==> config.mk <==
export PLATFORM = sky130hd
export DESIGN_NAME = mfp_pmod_spi_read_arbiter_flat
export DESIGN_NICKNAME = d
export VERILOG_FILES = /design/src/rtl/mfp_pmod_spi_pkg.sv /design/src/rtl/mfp_pmod_spi_read_arbiter_if.sv /design/src/rtl/mfp_rr_arbiter.sv /design/src/rtl/mfp_pmod_spi_read_arbiter.sv /design/src/flat_wrapper.sv
export SDC_FILE = /design/constraint.sdc
export NUM_CORES = 1
export LEC_CHECK = 0
export BUFFER_PORTS_ARGS = -buffer_cell sky130_fd_sc_hd__buf_4
export CAP_MARGIN = 20
export CORE_ASPECT_RATIO = 0.7
export CORE_MARGIN = 2
export CORE_UTILIZATION = 44
export DETAILED_ROUTE_END_ITERATION = 8
export GPL_TIMING_DRIVEN = 0
export PLACE_DENSITY_LB_ADDON = 0.1
export SLEW_MARGIN = 30
export SYNTH_ARGS = -nofsm -noshare
export SYNTH_HDL_FRONTEND = slang
export SYNTH_SLANG_ARGS = --single-unit
==> constraint.sdc <==
create_clock -name clock -period 2.21 [get_ports clock]
set_input_delay 0.1105 -clock clock [delete_from_list [all_inputs] [get_ports clock]]
set_output_delay 0.1105 -clock clock [all_outputs]
set_load 0.02 [all_outputs]
==> src/rtl/mfp_pmod_spi_pkg.sv <==
// Shared types and helpers for the Pmod SPI read arbiter and its sub-blocks.
package mfp_pmod_spi_pkg;

  typedef enum logic [1:0] {
    ST_IDLE  = 2'd0,
    ST_SETUP = 2'd1,
    ST_SHIFT = 2'd2,
    ST_GAP   = 2'd3
  } state_t;

  localparam int DEF_SCK_HALF = 8;
  localparam int DEF_CS_SETUP = 8;
  localparam int DEF_CS_GAP   = 16;

  // Ceiling log2, never less than 1 so it is always usable as a vector width.
  function automatic int clog2(input int value);
    int r;
    int v;
    r = 0;
    v = value - 1;
    while (v > 0) begin
      r++;
      v = v >> 1;
    end
    return (r < 1) ? 1 : r;
  endfunction

  function automatic int max3(input int a, input int b, input int c);
    int m;
    m = (a > b) ? a : b;
    return (m > c) ? m : c;
  endfunction

endpackage

==> src/rtl/mfp_pmod_spi_read_arbiter_if.sv <==
// Client request/ack port plus Pmod SPI pins of the shared read bus.
interface mfp_pmod_spi_read_arbiter_if #(
  parameter int N_CLIENTS = 2,
  parameter int NUM_BITS  = 16
);
  import mfp_pmod_spi_pkg::*;

  // Handshake: a client raises req[i] and holds it; the arbiter answers with a
  // single-cycle ack[i] carrying rdata in the same cycle. req is only looked at
  // in IDLE, so dropping it mid-frame neither aborts nor suppresses the ack.
  logic [N_CLIENTS-1:0] req;
  logic [N_CLIENTS-1:0] ack;
  logic [NUM_BITS-1:0]  rdata;
  logic                 busy;
  logic [N_CLIENTS-1:0] cs_n;
  logic                 sck;
  logic                 sdo;
  state_t               state;

  modport master (
    input  req, sdo,
    output ack, rdata, busy, cs_n, sck, state
  );

  modport slave (
    output req, sdo,
    input  ack, rdata, busy, cs_n, sck, state
  );

endinterface

==> src/rtl/mfp_rr_arbiter.sv <==
// Combinational round-robin pick: first set req bit searching upward from ptr+1.
module mfp_rr_arbiter #(
  parameter int N  = 2,
  parameter int PW = 1
) (
  input  logic [N-1:0]  req,
  input  logic [PW-1:0] ptr,
  output logic [PW-1:0] grant,
  output logic          valid
);

  always_comb begin
    int j;
    j     = 0;
    grant = '0;
    valid = 1'b0;
    for (int i = 1; i <= N; i++) begin
      j = int'(ptr) + i;
      if (j >= N) j = j - N;
      if (!valid && req[j]) begin
        valid = 1'b1;
        grant = PW'(j);
      end
    end
  end

endmodule

==> src/rtl/mfp_pmod_spi_read_arbiter.sv <==
// Round-robin sharing of one read-only SPI bus between N_CLIENTS requesters;
// sequences cs setup, NUM_BITS sck periods and an inter-frame gap.
module mfp_pmod_spi_read_arbiter
  import mfp_pmod_spi_pkg::*;
#(
  parameter int N_CLIENTS = 2,
  parameter int NUM_BITS  = 16,
  parameter int SCK_HALF  = DEF_SCK_HALF,
  parameter int CS_SETUP  = DEF_CS_SETUP,
  parameter int CS_GAP    = DEF_CS_GAP
) (
  input logic                        clock,
  input logic                        reset_n,
  mfp_pmod_spi_read_arbiter_if.master bus
);

  localparam int PW = clog2(N_CLIENTS);
  localparam int CW = clog2(max3(SCK_HALF, CS_SETUP, CS_GAP) + 1);
  localparam int BW = clog2(NUM_BITS + 1);

  localparam logic [CW-1:0]        LD_HALF  = CW'(SCK_HALF - 1);
  localparam logic [CW-1:0]        LD_SETUP = CW'(CS_SETUP - 1);
  localparam logic [CW-1:0]        LD_GAP   = CW'(CS_GAP - 1);
  localparam logic [BW-1:0]        LD_BITS  = BW'(NUM_BITS - 1);
  localparam logic [PW-1:0]        PTR_RST  = PW'(N_CLIENTS - 1);
  localparam logic [N_CLIENTS-1:0] ONE      = N_CLIENTS'(1);

  state_t               state_q, state_d;
  logic [CW-1:0]        cnt_q, cnt_d;
  logic [BW-1:0]        bit_q, bit_d;
  logic                 sck_q, sck_d;
  logic [NUM_BITS-1:0]  shift_q, shift_d;
  logic [NUM_BITS-1:0]  rdata_q, rdata_d;
  logic [N_CLIENTS-1:0] ack_q, ack_d;
  logic [N_CLIENTS-1:0] cs_n_q, cs_n_d;
  logic                 busy_q, busy_d;
  logic [PW-1:0]        grant_q, grant_d;
  logic [PW-1:0]        ptr_q, ptr_d;

  logic [PW-1:0]        arb_grant;
  logic                 arb_valid;

  mfp_rr_arbiter #(
    .N  (N_CLIENTS),
    .PW (PW)
  ) u_rr_arbiter (
    .req   (bus.req),
    .ptr   (ptr_q),
    .grant (arb_grant),
    .valid (arb_valid)
  );

  always_ff @(posedge clock or negedge reset_n) begin
    if (!reset_n) begin
      state_q <= ST_IDLE;
      cnt_q   <= '0;
      bit_q   <= '0;
      sck_q   <= 1'b1;
      shift_q <= '0;
      rdata_q <= '0;
      ack_q   <= '0;
      cs_n_q  <= '1;
      busy_q  <= 1'b0;
      grant_q <= '0;
      ptr_q   <= PTR_RST;
    end else begin
      state_q <= state_d;
      cnt_q   <= cnt_d;
      bit_q   <= bit_d;
      sck_q   <= sck_d;
      shift_q <= shift_d;
      rdata_q <= rdata_d;
      ack_q   <= ack_d;
      cs_n_q  <= cs_n_d;
      busy_q  <= busy_d;
      grant_q <= grant_d;
      ptr_q   <= ptr_d;
    end
  end

  always_comb begin
    state_d = state_q;
    cnt_d   = cnt_q;
    bit_d   = bit_q;
    sck_d   = sck_q;
    shift_d = shift_q;
    rdata_d = rdata_q;
    ack_d   = '0;
    cs_n_d  = cs_n_q;
    busy_d  = busy_q;
    grant_d = grant_q;
    ptr_d   = ptr_q;
    case (state_q)
      ST_IDLE: begin
        if (arb_valid) begin
          state_d = ST_SETUP;
          grant_d = arb_grant;
          ptr_d   = arb_grant;
          cs_n_d  = ~(ONE << arb_grant);
          cnt_d   = LD_SETUP;
          busy_d  = 1'b1;
        end
      end
      ST_SETUP: begin
        if (cnt_q == '0) begin
          state_d = ST_SHIFT;
          sck_d   = 1'b0;
          cnt_d   = LD_HALF;
          bit_d   = LD_BITS;
        end else begin
          cnt_d = cnt_q - CW'(1);
        end
      end
      ST_SHIFT: begin
        // sck_q doubles as the half-period phase: 0 = low half, 1 = high half.
        if (cnt_q != '0) begin
          cnt_d = cnt_q - CW'(1);
        end else if (!sck_q) begin
          shift_d = (shift_q << 1) | NUM_BITS'(bus.sdo);
          sck_d   = 1'b1;
          cnt_d   = LD_HALF;
        end else if (bit_q == '0) begin
          state_d = ST_GAP;
          cs_n_d  = '1;
          rdata_d = shift_q;
          ack_d   = ONE << grant_q;
          cnt_d   = LD_GAP;
        end else begin
          sck_d = 1'b0;
          bit_d = bit_q - BW'(1);
          cnt_d = LD_HALF;
        end
      end
      ST_GAP: begin
        if (cnt_q == '0) begin
          state_d = ST_IDLE;
          busy_d  = 1'b0;
        end else begin
          cnt_d = cnt_q - CW'(1);
        end
      end
      default: state_d = ST_IDLE;
    endcase
  end

  assign bus.ack   = ack_q;
  assign bus.rdata = rdata_q;
  assign bus.busy  = busy_q;
  assign bus.cs_n  = cs_n_q;
  assign bus.sck   = sck_q;
  assign bus.state = state_q;

endmodule

==> src/flat_wrapper.sv <==
// flat-port wrapper written by rule: the top's interface ports become plain ports
module mfp_pmod_spi_read_arbiter_flat import mfp_pmod_spi_pkg::*;
#(
  parameter int N_CLIENTS = 2,
  parameter int NUM_BITS  = 16,
  parameter int SCK_HALF  = DEF_SCK_HALF,
  parameter int CS_SETUP  = DEF_CS_SETUP,
  parameter int CS_GAP    = DEF_CS_GAP
)
  (clock, reset_n, bus_req, bus_sdo, bus_ack, bus_rdata, bus_busy, bus_cs_n, bus_sck, bus_state);
  mfp_pmod_spi_read_arbiter_if #(.N_CLIENTS(N_CLIENTS), .NUM_BITS(NUM_BITS)) bus_i ();
  input logic clock;
  input logic reset_n;
  input wire logic [$bits(bus_i.req)-1:0] bus_req;
  input wire logic [$bits(bus_i.sdo)-1:0] bus_sdo;
  output wire logic [$bits(bus_i.ack)-1:0] bus_ack;
  output wire logic [$bits(bus_i.rdata)-1:0] bus_rdata;
  output wire logic [$bits(bus_i.busy)-1:0] bus_busy;
  output wire logic [$bits(bus_i.cs_n)-1:0] bus_cs_n;
  output wire logic [$bits(bus_i.sck)-1:0] bus_sck;
  output wire logic [$bits(bus_i.state)-1:0] bus_state;
  assign bus_i.req = bus_req;
  assign bus_i.sdo = bus_sdo;
  assign bus_ack = bus_i.ack;
  assign bus_rdata = bus_i.rdata;
  assign bus_busy = bus_i.busy;
  assign bus_cs_n = bus_i.cs_n;
  assign bus_sck = bus_i.sck;
  assign bus_state = bus_i.state;
  mfp_pmod_spi_read_arbiter #(.N_CLIENTS(N_CLIENTS), .NUM_BITS(NUM_BITS), .SCK_HALF(SCK_HALF), .CS_SETUP(CS_SETUP), .CS_GAP(CS_GAP)) u_core (.clock(clock), .reset_n(reset_n), .bus(bus_i));
endmodule
==> impl_metrics.yaml, run 1 <==
synth:
  syn_area_um2: 2360
  yosysTopAreaCell: "dfrtp_1"
  synth_cell_type_count: 44
  ys_warn_count: 0
  syn_area_per_cell_um2: 13.3
  synthCells: 177
  synth_nets: 188
  synthDominantCellAreaShare_pct: 50.9
  synthTopCellsByArea: "dfrtp_1, mux2_2, dfstp_2, mux2_4, mux2_1"
  ys_seq_area_share_pct: 55.4
  synth-seq-cells: 52
floorplan:
  rows: 22
  die_area_um2: 5970
  die_x_um: 91.5
  io_pins: 29
  die_h_um: 65.3
  start_util_pct: 45.4
  core_um2: 5200
timing:
  maxSlewViolCount: 0
  tightest_slew_ns: 0.675
  finalClockSkew_ns: 0.0104
  setup_viol: 0
  rsz0062_at_grt: "true"
  setup_ws_ns: 0.0535
  relSlewSlack_pct: 54.8
  final_min_period_over_clock_period_pct: 97.6
  min_period_ns: 2.16
  fmax_ghz: 0.464
  hold_viol: 0
final_layout:
  stdcell_count: 290
  fin_area_um2: 2800
  area_growth_syn_to_layout_pct: 18.8
  diodes: 0
  fillCellCount: 450
  seq_area_um2: 1310
  layout-drive-gt1-share_pct: 37.6
  multi_input_comb_area_um2: 975
  nNetsFinal: 228
global_routing:
  grt_pass1_vias: 1550
  grt_pass1_wl_um: 7420
  groute.usage.overall_pct: 15.7
  antenna_found_initial: 0
  grt_max_degree: 53
  grt-ovfl-total: 0
routing:
  first_iter_violations: 66
  routedWlPerCell_um: 14.8
  dr_total_vias: 1498
  totalWireLength_um: 4290
  ant_nets: 0
  via_per_inst: 5.17
  dr.pass1.iters: 4
  drc: 0
setup_path:
  worstSetupPathType: "reg -> reg"
  worst_setup_path_end_kind: "flop"
  crit_family: "simple AND/OR/NAND/NOR gates"
  critPathMaxFanout: 7
  slowest_stage: "or4b_4"
  cp_slowest_stage_delay_ns: 0.47
  r2r_slack_ns: 0.05
  crit_chain: "inv_1 > ha_2 > or4b_4 > buf_6 > a211oi_4 > buf_4 > nor3_1 > a31oi_1"
  cp-start-kind: "flop"
  crit_arrival_ns: 2.37
  path_buf_inv: 3
  critical_path_required_ns: 2.43
power:
  p_int_mw: 1.20
  power.switching_mw: 0.337
  leakagePower_nw: 1.40
  vdd_drop_max_mv: 0.346
  swShare_pct: 21.9
  p_comb_share_pct: 2.5
  power.density_nw_per_um2: 547
  p_seq_share_pct: 62.7
  power.total_mw: 1.53
  clkPwrFrac_pct: 34.8
place:
  place_ws_ns: -0.00776
  routabilityCongestion: 0.811
  dpl_cell_area_um2: 2660
  dp_cells: 277
  port_buffers: 28
  dp_hpwl_um: 2970
clock_tree:
  path_clk_slew_ns: 0.10
  clkLatencyLatePin_ns: 0.30
  cts_max_path_buffers: 2
  cts_inserted_buffers: 5
  clock-sinks: 52
  cts_tree: "done"
  root_buffer: "clkbuf_8"
  htree_num_levels: 2
run_status:
  outcome: "completed"
flow_run:
  maxCapViolCount: 0
min_path:
  min_path_type: "in -> reg"
worst reg2reg max path: cells and delay by family, from the launching register on:
family / cells / cell delay (ns)
AND/OR/NAND/NOR: 2 / 0.52
flip-flops: 1 / 0.42
AO/OA/AOI/OAI: 2 / 0.50
buffers and inverters: 3 / 0.42
adder cells (fa/ha/maj): 1 / 0.22
final cells by class:
type                    count  share of cell area (%)
inverters                  10                    1.34
clock buffers               6                    2.59
well taps                  72                    3.21
plain buffers               6                    1.87
repair buffers             33                    9.02
flip-flops and latches     52                    46.6
multi-input cells         109                    34.8
clock inverters             2                   0.580
kinds of logic (layout without fill, tap and decap cells):
logic type	after synthesis	in the layout	synth area share, %
flops	52	52	55.4
compound gates	36	36	10.9
mux	34	34	17.3
simple gates	32	32	9.12
buf+inv	16	57	3.82
fa+ha+maj	6	6	3.18
xor+xnor	1	1	0.371
cell usage after synthesis:
| library cell | n |
|---|---|
| a211o_1 | 1 |
| a211oi_1 | 2 |
| a211oi_4 | 1 |
| a21boi_0 | 1 |
| a21oi_1 | 9 |
| a21oi_2 | 1 |
| a22o_1 | 2 |
| a2bb2oi_1 | 1 |
| a311oi_1 | 1 |
| a31oi_1 | 3 |
| and3_1 | 2 |
| buf_6 | 4 |
| clkbuf_1 | 2 |
| dfrtp_1 | 48 |
| dfstp_2 | 4 |
| ha_1 | 6 |
| inv_1 | 10 |
| mux2_1 | 7 |
| mux2_2 | 19 |
| mux2_4 | 7 |
| mux2i_1 | 1 |
| nand2_1 | 5 |
| nand2b_1 | 2 |
| nand3_1 | 1 |
| nand3_4 | 1 |
| nand4_2 | 1 |
| nor2_1 | 9 |
| nor3_1 | 5 |
| nor3b_2 | 1 |
| nor4_1 | 1 |
| nor4b_2 | 1 |
| nor4b_4 | 1 |
| o211ai_1 | 1 |
| o21a_1 | 1 |
| o21ai_0 | 4 |
| o21bai_1 | 1 |
| o22a_1 | 1 |
| o22ai_1 | 2 |
| o2bb2ai_1 | 1 |
| o31ai_1 | 2 |
| o32a_1 | 1 |
| or2_2 | 1 |
| or4b_4 | 1 |
| xnor2_1 | 1 |
power by group through the flow:
stage | Clock [mW] | Sequential (mW) | Combinational, mW
CTS | 0.559 | 0.962 | 0.0410
detailed placement | 0 | 0.980 | 0.0381
global placement | 0 | 0.980 | 0.0370
finish | 0.534 | 0.962 | 0.0389
floorplan | 0 | 0.982 | 0.00593
global route | 0.590 | 0.963 | 0.0451
state kept, by name, indices dropped and copies added, names as in the netlist:
name,flops
u_core.bus.rdata,16
u_core.shift_q,16
u_core.bit_q,5
u_core.cnt_q,5
u_core.bus.ack,2
u_core.bus.cs_n,2
u_core.bus.state,2
u_core.bus.busy,1
u_core.bus.sck,1
u_core.grant_q,1
u_core.ptr_q,1
cell usage in the layout, fill, tap and decap left out, types with 4 or more instances in the layout:
cell / Yosys / routed
a21oi_1: 9 / 9
nor3_1: 5 / 5
mux2_4: 7 / 7
dfrtp_1: 48 / 48
o21ai_0: 4 / 4
mux2_1: 7 / 7
dfstp_2: 4 / 4
nand2_1: 5 / 5
nor2_1: 9 / 9
inv_1: 10 / 10
ha_1: 6 / 5
buf_4: 0 / 31
buf_6: 4 / 4
mux2_2: 19 / 19
clkbuf_8: 0 / 5
per-stage QoR:
stage | hold WS [ns] | TNS, ns | utilization (%)
final | 0.0468 | 0 | 53.9
after global routing | 0.0337 | -0.0256 | 53.9
after CTS | 0.0379 | 0 | 53.5
after detailed placement | 0.185 | -0.00776 | 51.1
after global placement | 0.178 | 0 | 51.1
after floorplan | -0.185 | 0 | -
path summary, 6_finish.rpt:
kind,cells past startpoint,to,startpoint
worst max-delay path,8,u_core.bit_q[0],u_core.cnt_q[0]
worst min-delay path,2,u_core.shift_q[0],bus_sdo
worst max register to register,8,u_core.bit_q[0],u_core.cnt_q[0]
worst min register to register,1,u_core.bus.ack[0],u_core.grant_q
max in group asynchronous,2,u_core.bus.rdata[2],reset_n
min in group asynchronous,2,u_core.bit_q[1],reset_n
per-layer routing:
layer	global-route usage, %	part of all wire, %	up-vias	wire length [um]
li1	-	-	720	-
met4	5.11	0.93	0	40
met1	23.0	51	749	2190
met3	3.33	3.0	5	127
met5	0	0	-	0
met2	23.4	45	24	1930
what timing repair did:
item / in CTS / in global routing
setup endpoints to repair: 1 / 4
gates resized for setup: 0 / 2
hold buffers: 2 / 0
setup buffers: 2 / 1
cloned: 0 / 0
pin swaps: 0 / 1
endpoints found under the hold margin: 49 / 0
Power figures use the tool's default switching activity.
==> run 2, diff against run 1 <==
--- a/config.mk
+++ b/config.mk
@@ -13,7 +13,7 @@
 export DETAILED_ROUTE_END_ITERATION = 8
 export GPL_TIMING_DRIVEN = 0
 export PLACE_DENSITY_LB_ADDON = 0.1
-export SLEW_MARGIN = 30
 export SYNTH_ARGS = -nofsm -noshare
 export SYNTH_HDL_FRONTEND = slang
+export SYNTH_HIERARCHICAL = 1
 export SYNTH_SLANG_ARGS = --single-unit
==> constraint.sdc (replaced) <==
create_clock -name clock -period 2.2 [get_ports clock]
set_input_delay 0.11 -clock clock [delete_from_list [all_inputs] [get_ports clock]]
set_output_delay 0.11 -clock clock [all_outputs]
set_load 0.02 [all_outputs]
==> impl_metrics.yaml, run 2 <==
run_status:
  outcome: "completed"
floorplan:
  io_pins: 29
  die_x_um: 92.6
  rows: 22
  die_h_um: 66.0
  die_area_um2: 6120
  core_um2: 5260
  start_util_pct: 46.0
timing:
  rsz0062_at_grt: "false"
  fmax_ghz: 0.480
  hold_viol: 0
  relSlewSlack_pct: 57.1
  maxSlewViolCount: 0
  finalClockSkew_ns: 0.00357
  timing.setup.tns_ns: 0
  final_min_period_over_clock_period_pct: 94.6
  finalHoldWorstSlack_ns: 0.0355
  tightest_slew_ns: 0.644
  min_period_ns: 2.08
  setup_viol: 0
synth:
  ys_async_sr_fraction_pct: 100
  synth_nets: 233
  ys_warn_count: 6
  ys_seq_area_share_pct: 54.0
  synth-main-ff-cell: "dfrtp_1"
  synth-seq-cells: 52
  syn_area_per_cell_um2: 10.9
  syn_area_um2: 2420
  yosysTopAreaCell: "dfrtp_1"
  synth-edff-count: 0
  synth_cell_type_count: 37
  synthTopCellsByCount: "nand2_1, dfrtp_1, inv_1"
  synthDominantCellAreaShare_pct: 49.7
  synthTopCellsByArea: "dfrtp_1, nand2_1, mux2_4, dfstp_2, ha_1"
  synthCells: 221
  synth.most_common_cell: "nand2_1"
final_layout:
  final_common_cell: "nand2_1"
  multi_input_comb_area_um2: 1050
  layout_common_cells: "nand2_1, dfrtp_1, buf_4, inv_1, mux2_4"
  diodes: 0
  area_growth_syn_to_layout_pct: 19.0
  layout-drive-gt1-share_pct: 27.0
  nNetsFinal: 270
  fillCellCount: 473
  seq_area_um2: 1310
place:
  dp_hpwl_um: 3120
  routabilityCongestion: 0.723
  port_buffers: 28
global_routing:
  grt_pass1_vias: 1620
  grt_pass1_wl_um: 7860
  antenna_found_initial: 0
  groute.usage.overall_pct: 16.6
  grt-ovfl-total: 0
  grt_max_degree: 53
setup_path:
  worst_setup_path_end_kind: "flop"
  worst-path-stages: 8
  slowest_stage: "dfrtp_1"
  crit_arrival_ns: 2.28
  crit_chain: "inv_1 > ha_4 > nor4b_4 > nand2_1 > or2_1 > buf_6 > buf_6 > mux2_4"
  reg2reg_depth: 8
  critical_path.most_common_cell: "buf_6"
  endpoint: "u_core/shift_q[9]"
  startpoint: "u_core/cnt_q[0]"
  worstSetupPathType: "reg -> reg"
  cp-start-kind: "flop"
  worstReg2RegStart: "u_core/cnt_q[0]"
  cp_slowest_stage_delay_ns: 0.42
  worstReg2RegEnd: "u_core/shift_q[9]"
  crit_family: "simple AND/OR/NAND/NOR gates"
  critPathMaxFanout: 10
  path_buf_inv: 3
  r2r_slack_ns: 0.12
  critical_path_required_ns: 2.40
routing:
  dr.pass1.iters: 4
  drc: 0
  routedWlPerCell_um: 13.9
  dr_total_vias: 1640
  ant_nets: 0
  totalWireLength_um: 4600
  first_iter_violations: 72
  via_per_inst: 4.95
power:
  power.density_nw_per_um2: 573
  vdd_drop_max_mv: 0.301
  leakagePower_nw: 1.47
flow_run:
  maxCapViolCount: 0
clock_tree:
  path_clk_slew_ns: 0.09
  cts_max_path_buffers: 2
  clkLatencyLatePin_ns: 0.30
  cts_tree: "done"
  cts_inserted_buffers: 5
  root_buffer: "clkbuf_8"
  clock-sinks: 52
  htree_num_levels: 2
min_path:
  whs_path_depth: 2
  min_path_type: "in -> reg"
## run 2: changes by cell type after synthesis, sizes merged, moves of 3 or more
cell    previous run  this run
nand2              5        56
mux2              33        17
mux2i              1         6
a21o               0         4
a21oi             10         6
a211oi             3         0
a22oi              0         3
a31oi              3         0
nor2b              0         3
nor3               5         8
## run 2: through the flow
stage | total power [mW] | std cells | instance area, um^2 | utilization [%] | worst slack (ns)
after floorplan | 0.985 | 221 | 2420 | - | 0.338
after global placement | 1.01 | 321 | 2720 | 51.7 | 0.0793
after detailed placement | 1.01 | 321 | 2720 | 51.7 | 0.0727
after CTS | 1.67 | 330 | 2840 | 54.0 | 0.0431
after global routing | 1.72 | 331 | 2880 | 54.7 | 0.0191
final | 1.65 | 331 | 2880 | 54.7 | 0.118
## run 2: cell families (layout without fill, tap and decap cells)
family	Yosys count	count (layout)	share of synthesized area [%]
simple gates	92	92	18.8
compound gates	29	29	8.02
buf+inv	18	56	3.57
flops	52	52	54.0
mux	23	23	12.0
fa+ha+maj	7	7	3.62
## run 2: cell type report
cell class                 instances  area share, %
buffer                             7           1.61
clock inverter                     3           1.48
multi-input combinational        151           36.7
tap                               72           3.13
timing repair buffer              30           7.91
inverter                          11           1.43
clock buffer                       5           2.39
sequential                        52           45.4
## run 2: how the worst min path moves through the flow
stage | startpoint | to | slack (ns)
after floorplan | reset_n | u_core/bit_q[0] | -0.19
after CTS | bus_sdo | u_core/shift_q[0] | 0.03
after detailed placement | reset_n | u_core/cnt_q[1] | 0.19
after global placement | reset_n | u_core/cnt_q[0] | 0.19
after global routing | bus_sdo | u_core/shift_q[0] | 0.03
final | bus_sdo | u_core/shift_q[0] | 0.04
## run 2: where the power goes
| part | internal, mW | switching, mW |
|---|---|---|
| logic | 0.00951 | 0.0224 |
| registers | 0.958 | 0.00208 |
| clock network | 0.337 | 0.319 |
## run 2: timing repair
action	CTS	global route
resized for setup	0	8
hold endpoints to repair	48	0
setup endpoints to repair	0	12
setup buffers	0	1
hold buffers	1	0
## run 2: metal layers
metal	global-route usage [%]	up-vias	wire [um]
met1	25.8	781	2550
met5	0	-	0
li1	-	823	-
met3	3.65	6	189
met4	6.07	0	57
met2	22.5	30	1810
